===== config.mk =====
export PLATFORM = sky130hd
export DESIGN_NAME = move_arbiter_flat
export DESIGN_NICKNAME = d
export VERILOG_FILES = /design/src/rtl/game_pkg.sv /design/src/rtl/move_arbiter_if.sv /design/src/rtl/button_debouncer.sv /design/src/rtl/move_arbiter.sv /design/src/flat_wrapper.sv
export SDC_FILE = /design/constraint.sdc
export NUM_CORES = 1
export LEC_CHECK = 0
export BUFFER_PORTS_ARGS = -buffer_cell sky130_fd_sc_hd__buf_2
export CORE_MARGIN = 2
export CORE_UTILIZATION = 45
export DETAILED_ROUTE_END_ITERATION = 10
export PLACE_DENSITY_LB_ADDON = 0.08
export SLEW_MARGIN = 20
export SYNTH_ARGS = -nofsm -noshare
export SYNTH_HDL_FRONTEND = slang
export SYNTH_SLANG_ARGS = --single-unit

===== constraint.sdc =====
create_clock -name clk -period 4.4 [get_ports clk]
set_clock_uncertainty 0.05 [all_clocks]
set_input_delay 0.44 -clock clk [delete_from_list [all_inputs] [get_ports clk]]
set_output_delay 0.44 -clock clk [all_outputs]
set_load 0.005 [all_outputs]

===== src/rtl/game_pkg.sv =====
// Shared game definitions: direction codes, move-arbiter FSM states and the
// round-robin pick used to choose the next direction to offer.
package game_pkg;

  localparam logic [1:0] DIR_UP    = 2'd0;
  localparam logic [1:0] DIR_DOWN  = 2'd1;
  localparam logic [1:0] DIR_LEFT  = 2'd2;
  localparam logic [1:0] DIR_RIGHT = 2'd3;

  typedef enum logic [1:0] {
    IDLE,
    OFFER,
    COOLDOWN
  } arb_state_e;

  // First set bit of req found by scanning upward from ptr, wrapping mod 4.
  // Scanning from the far end lets the nearest hit overwrite the result.
  function automatic logic [1:0] rr_pick(input logic [3:0] req, input logic [1:0] ptr);
    logic [1:0] idx;
    logic [1:0] pick;
    pick = ptr;
    for (int k = 3; k >= 0; k--) begin
      idx = ptr + 2'(k);
      if (req[idx]) pick = idx;
    end
    return pick;
  endfunction

endpackage


===== src/rtl/move_arbiter_if.sv =====
// Move handshake into the game datapath: the arbiter offers one direction at
// a time and the datapath accepts it with move_ready.
interface move_arbiter_if;
  logic       move_valid;
  logic [1:0] move_dir;
  logic       move_ready;

  modport master (
    output move_valid,
    output move_dir,
    input  move_ready
  );

  modport slave (
    input  move_valid,
    input  move_dir,
    output move_ready
  );
endinterface


===== src/rtl/button_debouncer.sv =====
// Two-flop synchroniser followed by a persistence counter. level follows the
// synchronised input only after it has disagreed for DEBOUNCE_CYCLES cycles;
// rise is high in the cycle whose clock edge will flip level from 0 to 1.
module button_debouncer #(
  parameter int unsigned DEBOUNCE_CYCLES = 500000
) (
  input  logic clk,
  input  logic rst,
  input  logic raw,
  output logic level,
  output logic rise
);

  localparam int unsigned CW = $clog2(DEBOUNCE_CYCLES + 1);
  localparam logic [CW-1:0] LAST_COUNT = CW'(DEBOUNCE_CYCLES - 1);

  logic          sync1;
  logic          sync2;
  logic [CW-1:0] count;
  logic          flip;

  assign flip = (sync2 != level) && (count == LAST_COUNT);
  assign rise = flip && !level;

  // Bring the asynchronous button into the clock domain.
  always_ff @(posedge clk or posedge rst) begin
    if (rst) begin
      sync1 <= 1'b0;
      sync2 <= 1'b0;
    end else begin
      sync1 <= raw;
      sync2 <= sync1;
    end
  end

  // Count consecutive disagreement; any cycle of agreement restarts the count.
  always_ff @(posedge clk or posedge rst) begin
    if (rst) begin
      level <= 1'b0;
      count <= '0;
    end else if (sync2 == level) begin
      count <= '0;
    end else if (flip) begin
      level <= sync2;
      count <= '0;
    end else begin
      count <= count + CW'(1);
    end
  end

endmodule


===== src/rtl/move_arbiter.sv =====
// Owns the single move port into the game datapath. Debounced button presses
// become pending requests, which are granted round-robin one at a time, with a
// lockout after every accepted move so a press yields exactly one tile step.
module move_arbiter
  import game_pkg::*;
#(
  parameter int unsigned DEBOUNCE_CYCLES = 500000,
  parameter int unsigned LOCKOUT_CYCLES  = 2500000
) (
  input  logic                  clk,
  input  logic                  rst,
  input  logic [3:0]            btn,
  input  logic                  game_over,
  move_arbiter_if.master        mv,
  output logic [3:0]            pending,
  output logic [3:0]            btn_db
);

  // Counter is sized for at least one bit so LOCKOUT_CYCLES == 0 still elaborates.
  localparam int unsigned LW = (LOCKOUT_CYCLES > 1) ? $clog2(LOCKOUT_CYCLES) : 1;
  localparam logic [LW-1:0] LAST_COOL = LW'((LOCKOUT_CYCLES > 0) ? LOCKOUT_CYCLES - 1 : 0);

  arb_state_e    state;
  logic          move_valid;
  logic [1:0]    move_dir;
  logic [1:0]    rr_ptr;
  logic [LW-1:0] cool;
  logic [3:0]    rise;
  logic [3:0]    clr;
  logic [1:0]    winner;
  logic          accept;

  for (genvar i = 0; i < 4; i++) begin : g_btn
    button_debouncer #(
      .DEBOUNCE_CYCLES (DEBOUNCE_CYCLES)
    ) u_debouncer (
      .clk   (clk),
      .rst   (rst),
      .raw   (btn[i]),
      .level (btn_db[i]),
      .rise  (rise[i])
    );
  end

  assign mv.move_valid = move_valid;
  assign mv.move_dir   = move_dir;

  // game_over overrides a handshake that happens to coincide with it.
  assign accept = (state == OFFER) && move_valid && mv.move_ready && !game_over;
  assign winner = rr_pick(pending, rr_ptr);

  // One-hot clear of the direction being accepted this cycle.
  always_comb begin
    clr = '0;
    if (accept) clr[move_dir] = 1'b1;
  end

  // Latch presses as requests; a new press beats a same-cycle clear.
  always_ff @(posedge clk or posedge rst) begin
    if (rst) begin
      pending <= '0;
    end else if (game_over) begin
      pending <= '0;
    end else begin
      pending <= (pending & ~clr) | rise;
    end
  end

  // Grant / offer / lockout sequencing with registered handshake outputs.
  always_ff @(posedge clk or posedge rst) begin
    if (rst) begin
      state      <= IDLE;
      move_valid <= 1'b0;
      move_dir   <= DIR_UP;
      rr_ptr     <= 2'd0;
      cool       <= '0;
    end else begin
      unique case (state)
        IDLE: begin
          if ((pending != 4'd0) && !game_over) begin
            move_dir   <= winner;
            move_valid <= 1'b1;
            state      <= OFFER;
          end
        end
        OFFER: begin
          if (game_over) begin
            move_valid <= 1'b0;
            state      <= IDLE;
          end else if (accept) begin
            move_valid <= 1'b0;
            rr_ptr     <= move_dir + 2'd1;
            cool       <= '0;
            state      <= (LOCKOUT_CYCLES == 0) ? IDLE : COOLDOWN;
          end
        end
        COOLDOWN: begin
          if (cool == LAST_COOL) begin
            state <= IDLE;
          end else begin
            cool <= cool + LW'(1);
          end
        end
        default: state <= IDLE;
      endcase
    end
  end

endmodule


===== src/flat_wrapper.sv =====
// flat-port wrapper written by rule: the top's interface ports become plain ports
module move_arbiter_flat import game_pkg::*;
#(
  parameter int unsigned DEBOUNCE_CYCLES = 500000,
  parameter int unsigned LOCKOUT_CYCLES  = 2500000
)
  (clk, rst, btn, game_over, pending, btn_db, mv_move_valid, mv_move_dir, mv_move_ready);
  move_arbiter_if mv_i ();
  input  logic clk;
  input  logic rst;
  input  logic [3:0] btn;
  input  logic game_over;
  output logic [3:0] pending;
  output logic [3:0] btn_db;
  output wire logic [$bits(mv_i.move_valid)-1:0] mv_move_valid;
  output wire logic [$bits(mv_i.move_dir)-1:0] mv_move_dir;
  input wire logic [$bits(mv_i.move_ready)-1:0] mv_move_ready;
  assign mv_move_valid = mv_i.move_valid;
  assign mv_move_dir = mv_i.move_dir;
  assign mv_i.move_ready = mv_move_ready;
  move_arbiter #(.DEBOUNCE_CYCLES(DEBOUNCE_CYCLES), .LOCKOUT_CYCLES(LOCKOUT_CYCLES)) u_core (.clk(clk), .rst(rst), .btn(btn), .game_over(game_over), .mv(mv_i), .pending(pending), .btn_db(btn_db));
endmodule

==> results, run 1 <==
- The run finished with clean final reports.
- Summed over all failing endpoints, the final setup total negative slack is 0 ps.
- Measured against its own limit, the worst slew margin works out to about two fifths.
- Tracing the worst setup path back leads to its startpoint at u_core.state[1]$_DFFE_PP0P_.
- The initial utilization of the core area, before any placement, comes to 46.3%.
- TritonCTS built the clock tree.
- The root buffer cell is clkbuf_16.
- The share of the cycle needed by the critical path after routing is between 50% and 60%.
- After global routing the overflow that remains totals 0.
- The area of the core region is about 13000 µm².
- The number of nets with antenna violations after detailed routing is 0.
- The wire-length estimate of the detail-placed layout is between 7000 and 8000 µm.
- The global-route usage over all layers is roughly 17%.
- Buffers inserted during clock tree synthesis total 17.
- The post-CTS setup buffer count is 0.
- The worst hold path begins at btn[3].
- For this run, the leading register cell type out of synthesis is dfrtp_1.
- The clock passes through at most 2 buffers.
- In the routed layout, each cell is associated on average with a via count of 5.16.
- The routed design could run at a clock period as short as 2210 ps.
- The total standard cell area after synthesis is slightly below 6000 µm².
- The final count of hold timing violations is 0.
- The critical path data required time is 4690 ps.
- The number of I/O port buffers is 18.
- The first-pass GRT wire length is 19000 µm.
- The tool flagged a number of max-cap violations equal to 0.
- The TritonCTS sink count is between 100 and 150.
- Synthesis produced a netlist with a net count of 626.
- The die is about 120 µm wide.
- The achievable frequency is 452 MHz.
- Gates resized during post-CTS repair numbered 0.
- The area growth from synthesis to layout is 12.2%.
- The utilization after layout is approximately 52%.
- The number of DRC violations after detailed routing is 0.
- Along the worst hold path, the cell count comes to 1.
- Yosys printed 0 warnings.
- The leakage power figure is 2.86 nW.
- At the later pin of the worst-skew pair, clock insertion delay measures 410 ps.
- Yosys mapped a number of flops with a built-in enable equal to 0.
- Setup violations remaining at the end of the flow were counted as 0.
- The worst setup path is launched from a flop.
- For this run, the detailed router's first-pass iteration total came to 6.
- The start-to-end type of the worst setup path is reg -> reg.
- The vertical die dimension is 118 µm.
- The number of max-slew violations in the final report came to 0.
- The arrival time of data at the critical path endpoint is between 2000 and 3000 ps.
- Setup repair after global routing left no endpoint under its margin.
- The total number of vias is around 4200.
- The area of the die is 14000 µm².
- The count of cell types in the netlist is 42.
- At the pin with the least slew margin, the transition time is 924 ps.
- Dividing the detail-routed wire length by the instance count gives ~13 µm.
- After technology mapping, the gate count stands at 609.
- The number of antenna violations at the first check in global routing is 0.
- The DRC violation total after the first TritonRoute iteration is 200.
- The mean instance size in the synthesized netlist is 9.63 µm².
- For the worst flop-to-flop path, the logic depth is 5.
- The total of flip-flops plus latches after synthesis is approximately 120.
- The total number of nets in the final design is 647.
- The fraction of final layout cells sized beyond drive strength 1 is 8.42%.
- Buffers inserted to repair hold after CTS numbered 0.
- For this block, the routed nets add up to 10800 µm of wire.
- The number of top-level design ports is 19.
- The worst setup path is captured at a flop.
- At the end of routability-driven placement, the weighted congestion stood at 0.786.
- The proportion of synthesized chip area in sequential cells is 51.6%.
- In this run the worst path has a maximum fanout of 26.
- The worst min-delay path class is in -> reg.
- The clock-pin slew of the registers on the worst-case setup and hold paths is 50 ps.
- In this run the critical register-to-register path is launched from u_core.state[1]$_DFFE_PP0P_.
- The number of global-route vias before repair is between 4000 and 5000.
- The H-tree depth reported by CTS is 4.
- The number of diodes is 0.
- The worst vdd rail ir drop is 0.000224 V.
- The power density over cell area is 362 nW/µm².
- Entering global routing, the biggest net connects 75 pins.
- The async set-reset flop share out of synthesis is 100%.
- The placement row count is 41.
placed cells by master (no fill, tap or decap), types with 5 or more instances in the layout:
master | Yosys | routed
dfrtp_1 | 121 | 121
nor2_1 | 118 | 118
nand2_1 | 63 | 63
xor2_1 | 49 | 49
nand3_1 | 39 | 39
xnor2_1 | 37 | 37
inv_1 | 20 | 19
nand4_1 | 18 | 18
buf_2 | 9 | 18
nor3_1 | 17 | 17
clkbuf_16 | 0 | 17
o21ai_0 | 14 | 14
and3_1 | 11 | 11
nor4b_1 | 11 | 11
a21oi_1 | 11 | 11
ha_1 | 9 | 9
nor4_1 | 8 | 8
clkbuf_1 | 3 | 7
and4_1 | 5 | 5
or3_1 | 5 | 5
flip-flops by register name (all words and copies together), names as in the netlist:
signal and count:
u_core.g_btn.u_debouncer.sync1 4, u_core.state 2, u_core.g_btn.u_debouncer.count 76, u_core.mv.move_valid 1, u_core.mv.move_dir 2, u_core.pending 4
u_core.g_btn.u_debouncer.level 4, u_core.cool 22, u_core.g_btn.u_debouncer.sync2 4, u_core.rr_ptr 2
final timing paths:
check	to	slack, ps
max	u_core.cool[5]$_DFFE_PP0P_	2190
min	u_core.g_btn[3].u_debouncer.sync1$_DFF_PP0_	80
max reg2reg	u_core.cool[5]$_DFFE_PP0P_	2190
min reg2reg	u_core.g_btn[3].u_debouncer.sync2$_DFF_PP0_	300
max in group asynchronous	u_core.g_btn[0].u_debouncer.count[4]$_DFF_PP0_	3240
min in group asynchronous	u_core.g_btn[1].u_debouncer.count[12]$_DFF_PP0_	160
cells by family (layout without fill, tap and decap cells):
logic type | count (synthesis) | after routing | share of synthesized area, %
compound gates | 37 | 37 | 3.95
xor+xnor | 86 | 86 | 12.8
buf+inv | 38 | 70 | 3.14
flops | 121 | 121 | 51.6
mux | 1 | 1 | 0.192
simple gates | 317 | 317 | 26.3
fa+ha+maj | 9 | 9 | 1.92
per-layer routing:
| layer | wire (µm) | share of wire [%] | vias to the layer above | GRT usage [%] |
|---|---|---|---|---|
| met1 | 5500 | 51 | 2030 | 22.6 |
| met4 | 129 | 1.2 | 0 | 6.25 |
| met3 | 346 | 3.2 | 13 | 5.31 |
| li1 | - | - | 2103 | - |
| met2 | 4860 | 45 | 48 | 25.5 |
| met5 | 0 | 0 | - | 0 |
power by group:
part	internal (W)	switching [W]
clock	0.000737	0.000448
sequential	0.00113	0.0000113
combinational	0.0000144	0.0000422
synth_stat cells (2+ instances only):
| library cell | count | area, µm² |
|---|---|---|
| and4_1 | 5 | 43.8 |
| clkbuf_1 | 3 | 11.3 |
| nand4_1 | 18 | 113 |
| buf_6 | 2 | 22.5 |
| nor2b_1 | 4 | 25.0 |
| xor2_1 | 49 | 429 |
| o21ai_0 | 14 | 70.1 |
| nor4b_1 | 11 | 96.3 |
| a32oi_1 | 4 | 35.0 |
| and2_1 | 2 | 12.5 |
| a21oi_1 | 11 | 55.1 |
| nand3_1 | 39 | 195 |
| xnor2_1 | 37 | 324 |
| nor3b_1 | 2 | 15.0 |
| o31ai_1 | 2 | 15.0 |
| or2_2 | 4 | 25.0 |
| or3_1 | 5 | 31.3 |
| nor4bb_1 | 2 | 20.0 |
| dfrtp_1 | 121 | 3030 |
| nand2_1 | 63 | 236 |
| nor2_1 | 118 | 443 |
| nor3_1 | 17 | 85.1 |
| buf_4 | 4 | 30.0 |
| inv_1 | 20 | 75.1 |
| buf_2 | 9 | 45.0 |
| ha_1 | 9 | 113 |
| and3_1 | 11 | 68.8 |
| or4_1 | 2 | 15.0 |
| nor4_1 | 8 | 50.1 |
critical path, stage by stage, from the launching register on:
cell and delay [ps]:
dfrtp_1 430, or3b_4 460, nor2_8 320, o32ai_2 260, or4_1 450, a21oi_1 160
stage by stage:
stage	hold WS [ps]	setup slack (ps)	power, W	cell area (µm²)	instances
after floorplan	281	696	0.00120	5860	609
after global placement	285	2100	0.00122	6080	783
after detailed placement	289	2040	0.00122	6080	783
after CTS	66.3	2180	0.00241	6580	813
after global routing	61.9	2020	0.00248	6580	813
final	81.2	2190	0.00238	6580	813
area by class of cell:
class                   instances  area, µm²
multi-input cells             450       2650
flip-flops and latches        121       3030
clock inverters                 4       20.0
well taps                     172        215
fillers                      1192       6090
clock buffers                  26        479
repair buffers                 20        105
inverters                      20       77.6
Power figures use the tool's default switching activity.
==> inputs of run 2 (changes only) <==
==> constraint.sdc (replaced) <==
create_clock -name clk -period 1.9 [get_ports clk]
set_clock_uncertainty 0.05 [all_clocks]
set_input_delay 0.19 -clock clk [delete_from_list [all_inputs] [get_ports clk]]
set_output_delay 0.19 -clock clk [all_outputs]
set_load 0.005 [all_outputs]
==> run 2 against run 1 <==
Cell count is 5.2% higher; count of clock-buffer cells in the layout is 9 lower; critical path depth is 1 higher; sequential power is 130% higher; clock power grew to 2.6 times the previous value; utilization is 4.2 points higher; largest cell class unchanged.
==> results, run 2 (synthesis gave the netlist of run 1 again) <==
- The run finished with clean final reports.
- The largest registers in the layout are u_core.g_btn.u_debouncer.count x76, u_core.cool x22.
- The area of the core region is 12700 µm² (unchanged).
- The switching power summed over all nets is 0.00131 W (+160%).
- The final count of hold timing violations is 0 (unchanged).
- The placer's final routability congestion estimate was 0.800 (+1.9%).
- The filler cell count was 1125 (-5.6%).
- The ratio of routed vias to standard cells is 5.10 (-1.1%).
- The die span in x is 118 µm (unchanged).
- The DRC violation total after the first TritonRoute iteration is 317 (+59%).
- The routed wire length is 11600 µm (+6.9%).
- The leakage power figure was 3.11 nW (+8.5%).
- The critical path data required time is 2190 ps (-2500 ps).
- The origin of the critical flop-to-flop path is u_core.state[1]$_DFFE_PP0P_.
- The number of DRC violations after detailed routing is 0 (unchanged).
- The number of top-level design ports came to 19 (unchanged).
- The clock-pin slew of the registers on the worst-case setup and hold paths is 60 ps (about the same).
- The cell with the largest stage delay on the worst path is or3b_4.
- The worst-case setup margin in the final layout is 93.5 ps (-2100 ps).
- The critical path depth in cells is 6 (+1).
- The half-perimeter wire length of the detailed placement result is 7480 µm (+2.4%).
- In this run the critical register-to-register path is captured at u_core.cool[5]$_DFFE_PP0P_.
- The maximum number of pins on one net before global-route repair is 59 (-21%).
- The number of diodes is 0 (unchanged).
- The number of detailed-route iterations in the first pass came to 5 (-1).
- The start-to-end type of the worst setup path is reg -> reg.
- The transition time at the pin with the least slew margin is 464 ps (-459 ps).
- The register-to-register path setup slack is 90 ps (-2100 ps).
- The register area is 3030 µm² (unchanged).
- The first-pass GRT wire length is 19800 µm (+4.3%).
- The critical path goes through or3b_4 -> nor2_8 -> o32ai_2 -> buf_4 -> or4_1 -> a21oi_1.
- The worst slew slack as a fraction of its limit is 68.8% (+30 points).
- The worst hold path depth came to 4 (+3).
- In this run the clock root is driven by a clkbuf_16.
- The min-delay analysis places its worst path in the category in -> reg.
- Leaving out fill and tap cells, the most frequent cells in the layout are 121 x dfrtp_1, 117 x nor2_1, 63 x nand2_1, 49 x xor2_1, 39 x nand3_1.
- The global-route usage over all layers came to 17.6% (+0.74 points).
- The area of the multi-input gates came to 2740 µm² (+3.3%).
- The nature of the critical path startpoint is a flop.
- The flip-flop count of the largest register after layout came to 76 (unchanged).
- Counting flops per register, the top entry is u_core.g_btn.u_debouncer.count.
- The number of nets with antenna violations after detailed routing is 0 (unchanged).
- The most common cell after layout, fill and taps aside is dfrtp_1.
- The cell internal power dissipation was 0.00459 W (+140%).
- The number of global-route vias before repair is 4196 (+4.3%).
- The placed cell area is 6350 µm² (+4.5%).
- The H-tree depth reported by CTS is 4 (unchanged).
- The highest fanout seen on the critical path was 11 (-58%).
- The power density over cell area was 831 nW/µm² (+130%).
- The area of the die is 14000 µm² (unchanged).
- The final design instance area without fill is 7110 µm² (+8.0%).
- The number of antenna violations at the first check in global routing was 0 (unchanged).
- The final setup violation count is 0 (unchanged).
- The startpoint identified for the worst hold timing path is mv_move_ready.
- The startpoint of the worst setup timing path is u_core.state[1]$_DFFE_PP0P_.
- The total number of vias is 4361 (+4.0%).
- The largest stage delay on the critical path was 410 ps (-50 ps).
- The switching part of the total power is 22.3% (+1.2 points).
- The worst reg2reg path depth came to 6 (+1).
- The worst vdd rail ir drop is 0.000805 V (+260%).
- The critical path endpoint category is a flop.
- The combinational cell fraction of total power is 2.8% (+0.4 points).
- The maximum clock path buffer count is 2 (unchanged).
- The relative contribution of sequential cells to total power came to 44.6% (-3.3 points).
- The mean routed wirelength per cell was 13.5 µm (+1.6%).
- The achievable frequency is 554 MHz (+22%).
- The placement row count is 41 (unchanged).
- The post-route minimum period came to 1810 ps (-405 ps).
- The TritonCTS sink count is 121 (unchanged).
- The number of max-slew violations in the final report is 0 (unchanged).
- The clock share of power is 52.6% (+2.8 points).
- The share of the cycle needed by the critical path after routing came to 95.1% (+45 points).
- The synthesis-to-layout area growth is 21.2%.
- The worst path buffer plus inverter count came to 1 (+1).
- The clock latency on the worst-skew pair came to 410 ps (about the same).
- The sink of the worst hold path is u_core.mv.move_valid$_DFFE_PP0P_.
- The total global routing overflow is 0 (unchanged).
- The kind of cell with the highest combined delay on the critical path is simple AND/OR/NAND/NOR gates.
- The fraction of final layout cells sized beyond drive strength 1 is 15.8% (+7.4 points).
- The number of clock buffers inserted by TritonCTS is 17 (unchanged).
- The post-placement worst setup slack was 11.2 ps (-2030 ps).
- The arrival time of data at the critical path endpoint came to 2100 ps (-400 ps).
- The number of I/O port buffers is 18 (unchanged).
- The initial cell density of the core came to 46.3% (unchanged).
- The vertical die dimension is 118 µm (unchanged).
- The max-capacitance violation count came to 0 (unchanged).
- TritonCTS built the clock tree.
- The total number of nets in the final design is 687 (+6.2%).
run 2: cell types whose count changed in the layout (fill, tap and decap cells not counted), sizes merged:
cell         before  now
clkinvlp          0    5
clkbuf           26   17
clkinv            4    8
buf              20   53
bufinv            0    2
dlygate4sd3       0    6
a21oi            12   13
run 2: tightest hold or removal path: cells and delay by family:
kind            cells  cell delay [ps]
simple gates        2              140
buf+inv             1              110
compound gates      1               80
run 2: through the flow:
stage	utilization, %	instances	hold slack, ps	TNS, ps	total power [W]
final	56.1	855	90.7	0	0.00591
after global routing	56.1	855	89.9	-3.19	0.00614
after CTS	55.2	851	67.2	0	0.00599
after detailed placement	50.2	813	157	0	0.00284
after global placement	50.2	813	152	0	0.00283
after floorplan	-	609	171	0	0.00278
run 2: worst max path at each step:
stage                                        endpoint  slack (ps)
after floorplan            u_core.cool[2]$_DFFE_PP0P_         130
after global placement    u_core.cool[19]$_DFFE_PP0P_          70
after detailed placement  u_core.cool[16]$_DFFE_PP0P_          10
after CTS                 u_core.cool[19]$_DFFE_PP0P_          20
after global routing       u_core.cool[4]$_DFFE_PP0P_          -3
final                      u_core.cool[5]$_DFFE_PP0P_          90
run 2: routing by layer:
metal / vias to the layer above / track usage (%) / wire [µm]
li1: 2182 / - / -
met4: 0 / 5.27 / 100
met3: 11 / 5.41 / 377
met1: 2107 / 23.3 / 5530
met5: - / 0 / 0
met2: 61 / 27.7 / 5580
run 2: layout make-up:
cell class,count,area share (%)
Inverter,20,1.11
Multi-Input combinational cell,451,38.6
Clock inverter,15,2.17
Sequential cell,121,42.6
Clock buffer,17,5.99
Timing Repair Buffer,59,6.52
Tap cell,172,3.03
run 2: what timing repair did:
item	CTS	global route
hold endpoints to repair	20	0
hold buffers	6	0
buffers inserted	0	3
pin swaps	0	6
setup endpoints to repair	1	58
cloned	0	1
resized for setup	1	14
run 2: power groups by stage:
stage	clock (W)	combinational [W]	sequential (W)
2_1_floorplan	0	0.000105	0.00267
3_3_place_gp	0	0.000154	0.00268
3_5_place_dp	0	0.000158	0.00268
4_1_cts	0.00319	0.000168	0.00264
5_1_grt	0.00331	0.000190	0.00264
6_report	0.00311	0.000162	0.00264
==> inputs of run 3 (changes only) <==
--- a/config.mk
+++ b/config.mk
@@ -9,6 +9,7 @@
 export CORE_MARGIN = 2
 export CORE_UTILIZATION = 45
 export DETAILED_ROUTE_END_ITERATION = 10
+export GPL_TIMING_DRIVEN = 0
 export PLACE_DENSITY_LB_ADDON = 0.08
 export SLEW_MARGIN = 20
 export SYNTH_ARGS = -nofsm -noshare
==> run 3 against run 2 <==
Critical path depth stayed put; clock power is 5% higher; first-iteration DRC count is 28% lower; sequential share of layout area is 0.46 points lower; routed wire length is 0.34% higher; global-route usage is 0.45 points higher; register-to-register slack worse by 80 ps.
==> results, run 3 (synthesis gave the netlist of run 1 again) <==
- The run finished with clean final reports.
- The highest fanout seen on the critical path is 5 (-6).
- The total number of vias is 4293 (-1.6%).
- The signal on the critical path passes through nor4b_4 -> nand4_1 -> o32ai_4 -> buf_6 -> o31ai_1 -> a21oi_1.
- The largest stage delay on the critical path came to 430 ps (+20 ps).
- The accumulated negative setup slack is 0 ps (unchanged).
- The power density over cell area is 842 nW/µm² (+1.3%).
- The number of I/O port buffers is 17 (-1).
- The filler cell count came to 1133 (+0.71%).
- In the final layout, the registers with the most flip-flops are u_core.g_btn.u_debouncer.count x76, u_core.cool x22.
- The number of max-slew violations in the final report is 0 (unchanged).
- The fraction of final layout cells sized beyond drive strength 1 is 17.4% (+1.6 points).
- The number of nets with antenna violations after detailed routing is 0 (unchanged).
- The number of antenna violations at the first check in global routing came to 0 (unchanged).
- The flip-flop count of the largest register after layout is 76 (unchanged).
- The area of the die is 14000 µm² (unchanged).
- The first-pass GRT wire length was 20200 µm (+2.1%).
- The most common cell after layout, fill and taps aside is dfrtp_1.
- The TritonCTS clock tree is done.
- The area of the core region is 12700 µm² (unchanged).
- The total number of nets in the final design is 677 (-1.5%).
- The number of clock buffers inserted by TritonCTS is 17 (unchanged).
- The die span in x is 118 µm (unchanged).
- The final setup violation count came to 0 (unchanged).
- The tightest min-delay check is of the in -> reg type.
- The DRC violation total after the first TritonRoute iteration is 228 (-28%).
- The maximum clock path buffer count is 2 (unchanged).
- The routed wire length came to 11600 µm (+0.34%).
- The placed cell area is 6230 µm² (-2.0%).
- The final count of hold timing violations is 0 (unchanged).
- The initial cell density of the core is 46.3% (unchanged).
- The share of the cycle needed by the critical path after routing is 99.1% (+4.1 points).
- Compared with the post-synthesis result, the final layout area differs by 22.8%.
- The achievable frequency is 531 MHz (-4.1%).
- Among all stages on the critical path, the largest delay is contributed by dfrtp_2.
- The vertical die dimension is 118 µm (unchanged).
- The number of DRC violations after detailed routing came to 0 (unchanged).
- The number of diodes is 0 (unchanged).
- The nature of the critical path startpoint is a flop.
- The leakage power figure came to 3.19 nW (+2.8%).
- The number of detailed-route iterations in the first pass came to 4 (-1).
- The mean routed wirelength per cell is 13.8 µm (+1.5%).
- The TritonCTS sink count is 121 (unchanged).
- The placement row count is 41 (unchanged).
- The critical path data required time is 2170 ps (-20 ps).
- The max-capacitance violation count is 0 (unchanged).
- The clock latency on the worst-skew pair was 410 ps (about the same).
- The critical path endpoint category is a flop.
- The register bank with the most flops is u_core.g_btn.u_debouncer.count.
- The number of top-level design ports is 19 (unchanged).
- The start-to-end type of the worst setup path is reg -> reg.
- The maximum number of pins on one net before global-route repair is 35 (-41%).
- The global-route usage over all layers is 18.0% (+0.45 points).
- The top cell types in the final layout, fill and taps aside, are 115 x dfrtp_1, 114 x nor2_1, 63 x nand2_1, 49 x xor2_1, 39 x nand3_1.
- The number of global-route vias before repair is 4287 (+2.2%).
- The post-route minimum period came to 1880 ps (+77.1 ps).
- The worst slew slack as a fraction of its limit is 50.6% (-18 points).
- The most critical setup path has its startpoint at u_core.cool[16]$_DFFE_PP0P_.
- The startpoint of the tightest hold check path is mv_move_ready.
- The final design instance area without fill is 7200 µm² (+1.3%).
- The total global routing overflow is 0 (unchanged).
- CTS placed an instance of clkbuf_16 at the clock tree root.
- The transition time at the pin with the least slew margin was 740 ps (+275 ps).
- The placer's final routability congestion estimate was 0.787 (-1.7%).
- The arrival time of data at the critical path endpoint was 2160 ps (+60 ps).
- The H-tree depth reported by CTS is 4 (unchanged).
- The worst hold slack after final layout is 85.5 ps (-5.24 ps).
- Setup repair after global routing could not meet its margin everywhere.
- The half-perimeter wire length of the detailed placement result is 7650 µm (+2.3%).
- The origin of the critical flop-to-flop path is u_core.cool[16]$_DFFE_PP0P_.
- The ratio of routed vias to standard cells is 5.08 (-0.39%).
- The clock-pin slew of the registers on the worst-case setup and hold paths is 50 ps (about the same).
- The worst vdd rail ir drop was 0.000689 V (-14%).
run 3: report_power, final:
part           switching [W]  internal, W  leakage, nW
combinational       0.000107    0.0000649         1.25
clock                0.00110      0.00216        0.294
sequential         0.0000271      0.00261         1.65
run 3: per-layer routing:
metal  track usage (%)  up-vias  share of wire (%)
met2              27.9       48                 48
met3              4.87       13                3.1
li1                  -     2161                  -
met4              6.70        0                1.3
met5                 0        -                  0
met1              24.3     2071                 48
run 3: cell type report:
type | instances | area, µm² | area share (%)
clock inverter | 8 | 118 | 1.63
tap | 172 | 215 | 2.99
buffer | 15 | 128 | 1.77
multi-input combinational | 450 | 2870 | 39.8
clock buffer | 24 | 482 | 6.69
sequential | 121 | 3040 | 42.2
timing repair buffer | 35 | 279 | 3.87
inverter | 20 | 78.8 | 1.09
run 3: timing repair:
| item | CTS | global route |
|---|---|---|
| pin swaps | 4 | 15 |
| setup buffers | 2 | 6 |
| resized for setup | 16 | 52 |
| cloned | 0 | 1 |
| endpoints found under the hold margin | 36 | 0 |
| setup endpoints to repair | 56 | 74 |
| hold buffers | 6 | 0 |
run 3: worst max-delay path, delay by kind of cell (launching register included):
family | cells | cell delay, ps
AO/OA/AOI/OAI | 3 | 650
flip-flops | 1 | 430
AND/OR/NAND/NOR | 2 | 500
buffers and inverters | 1 | 180
run 3: through the flow:
| step | setup WS (ps) | utilization [%] | total power (W) | std cells |
|---|---|---|---|---|
| floorplan | 129 | - | 0.00278 | 609 |
| global placement | -621 | 48.7 | 0.00282 | 798 |
| detailed placement | -283 | 49.2 | 0.00284 | 801 |
| CTS | -20.2 | 55.0 | 0.00615 | 841 |
| global route | -111 | 56.8 | 0.00632 | 845 |
| finish | 16.4 | 56.8 | 0.00606 | 845 |
run 3: path summary, 6_finish.rpt:
kind	endpoint	slack [ps]	depth (start not counted)
min in group asynchronous	u_core.g_btn[1].u_debouncer.sync2$_DFF_PP0_	410	3
worst max register to register	u_core.cool[5]$_DFFE_PP0P_	20	6
worst min register to register	u_core.g_btn[2].u_debouncer.sync2$_DFF_PP0_	300	0
worst min-delay path	u_core.mv.move_valid$_DFFE_PP0P_	90	4
max in group asynchronous	u_core.g_btn[2].u_debouncer.count[7]$_DFF_PP0_	760	4
worst max-delay path	u_core.cool[5]$_DFFE_PP0P_	20	6
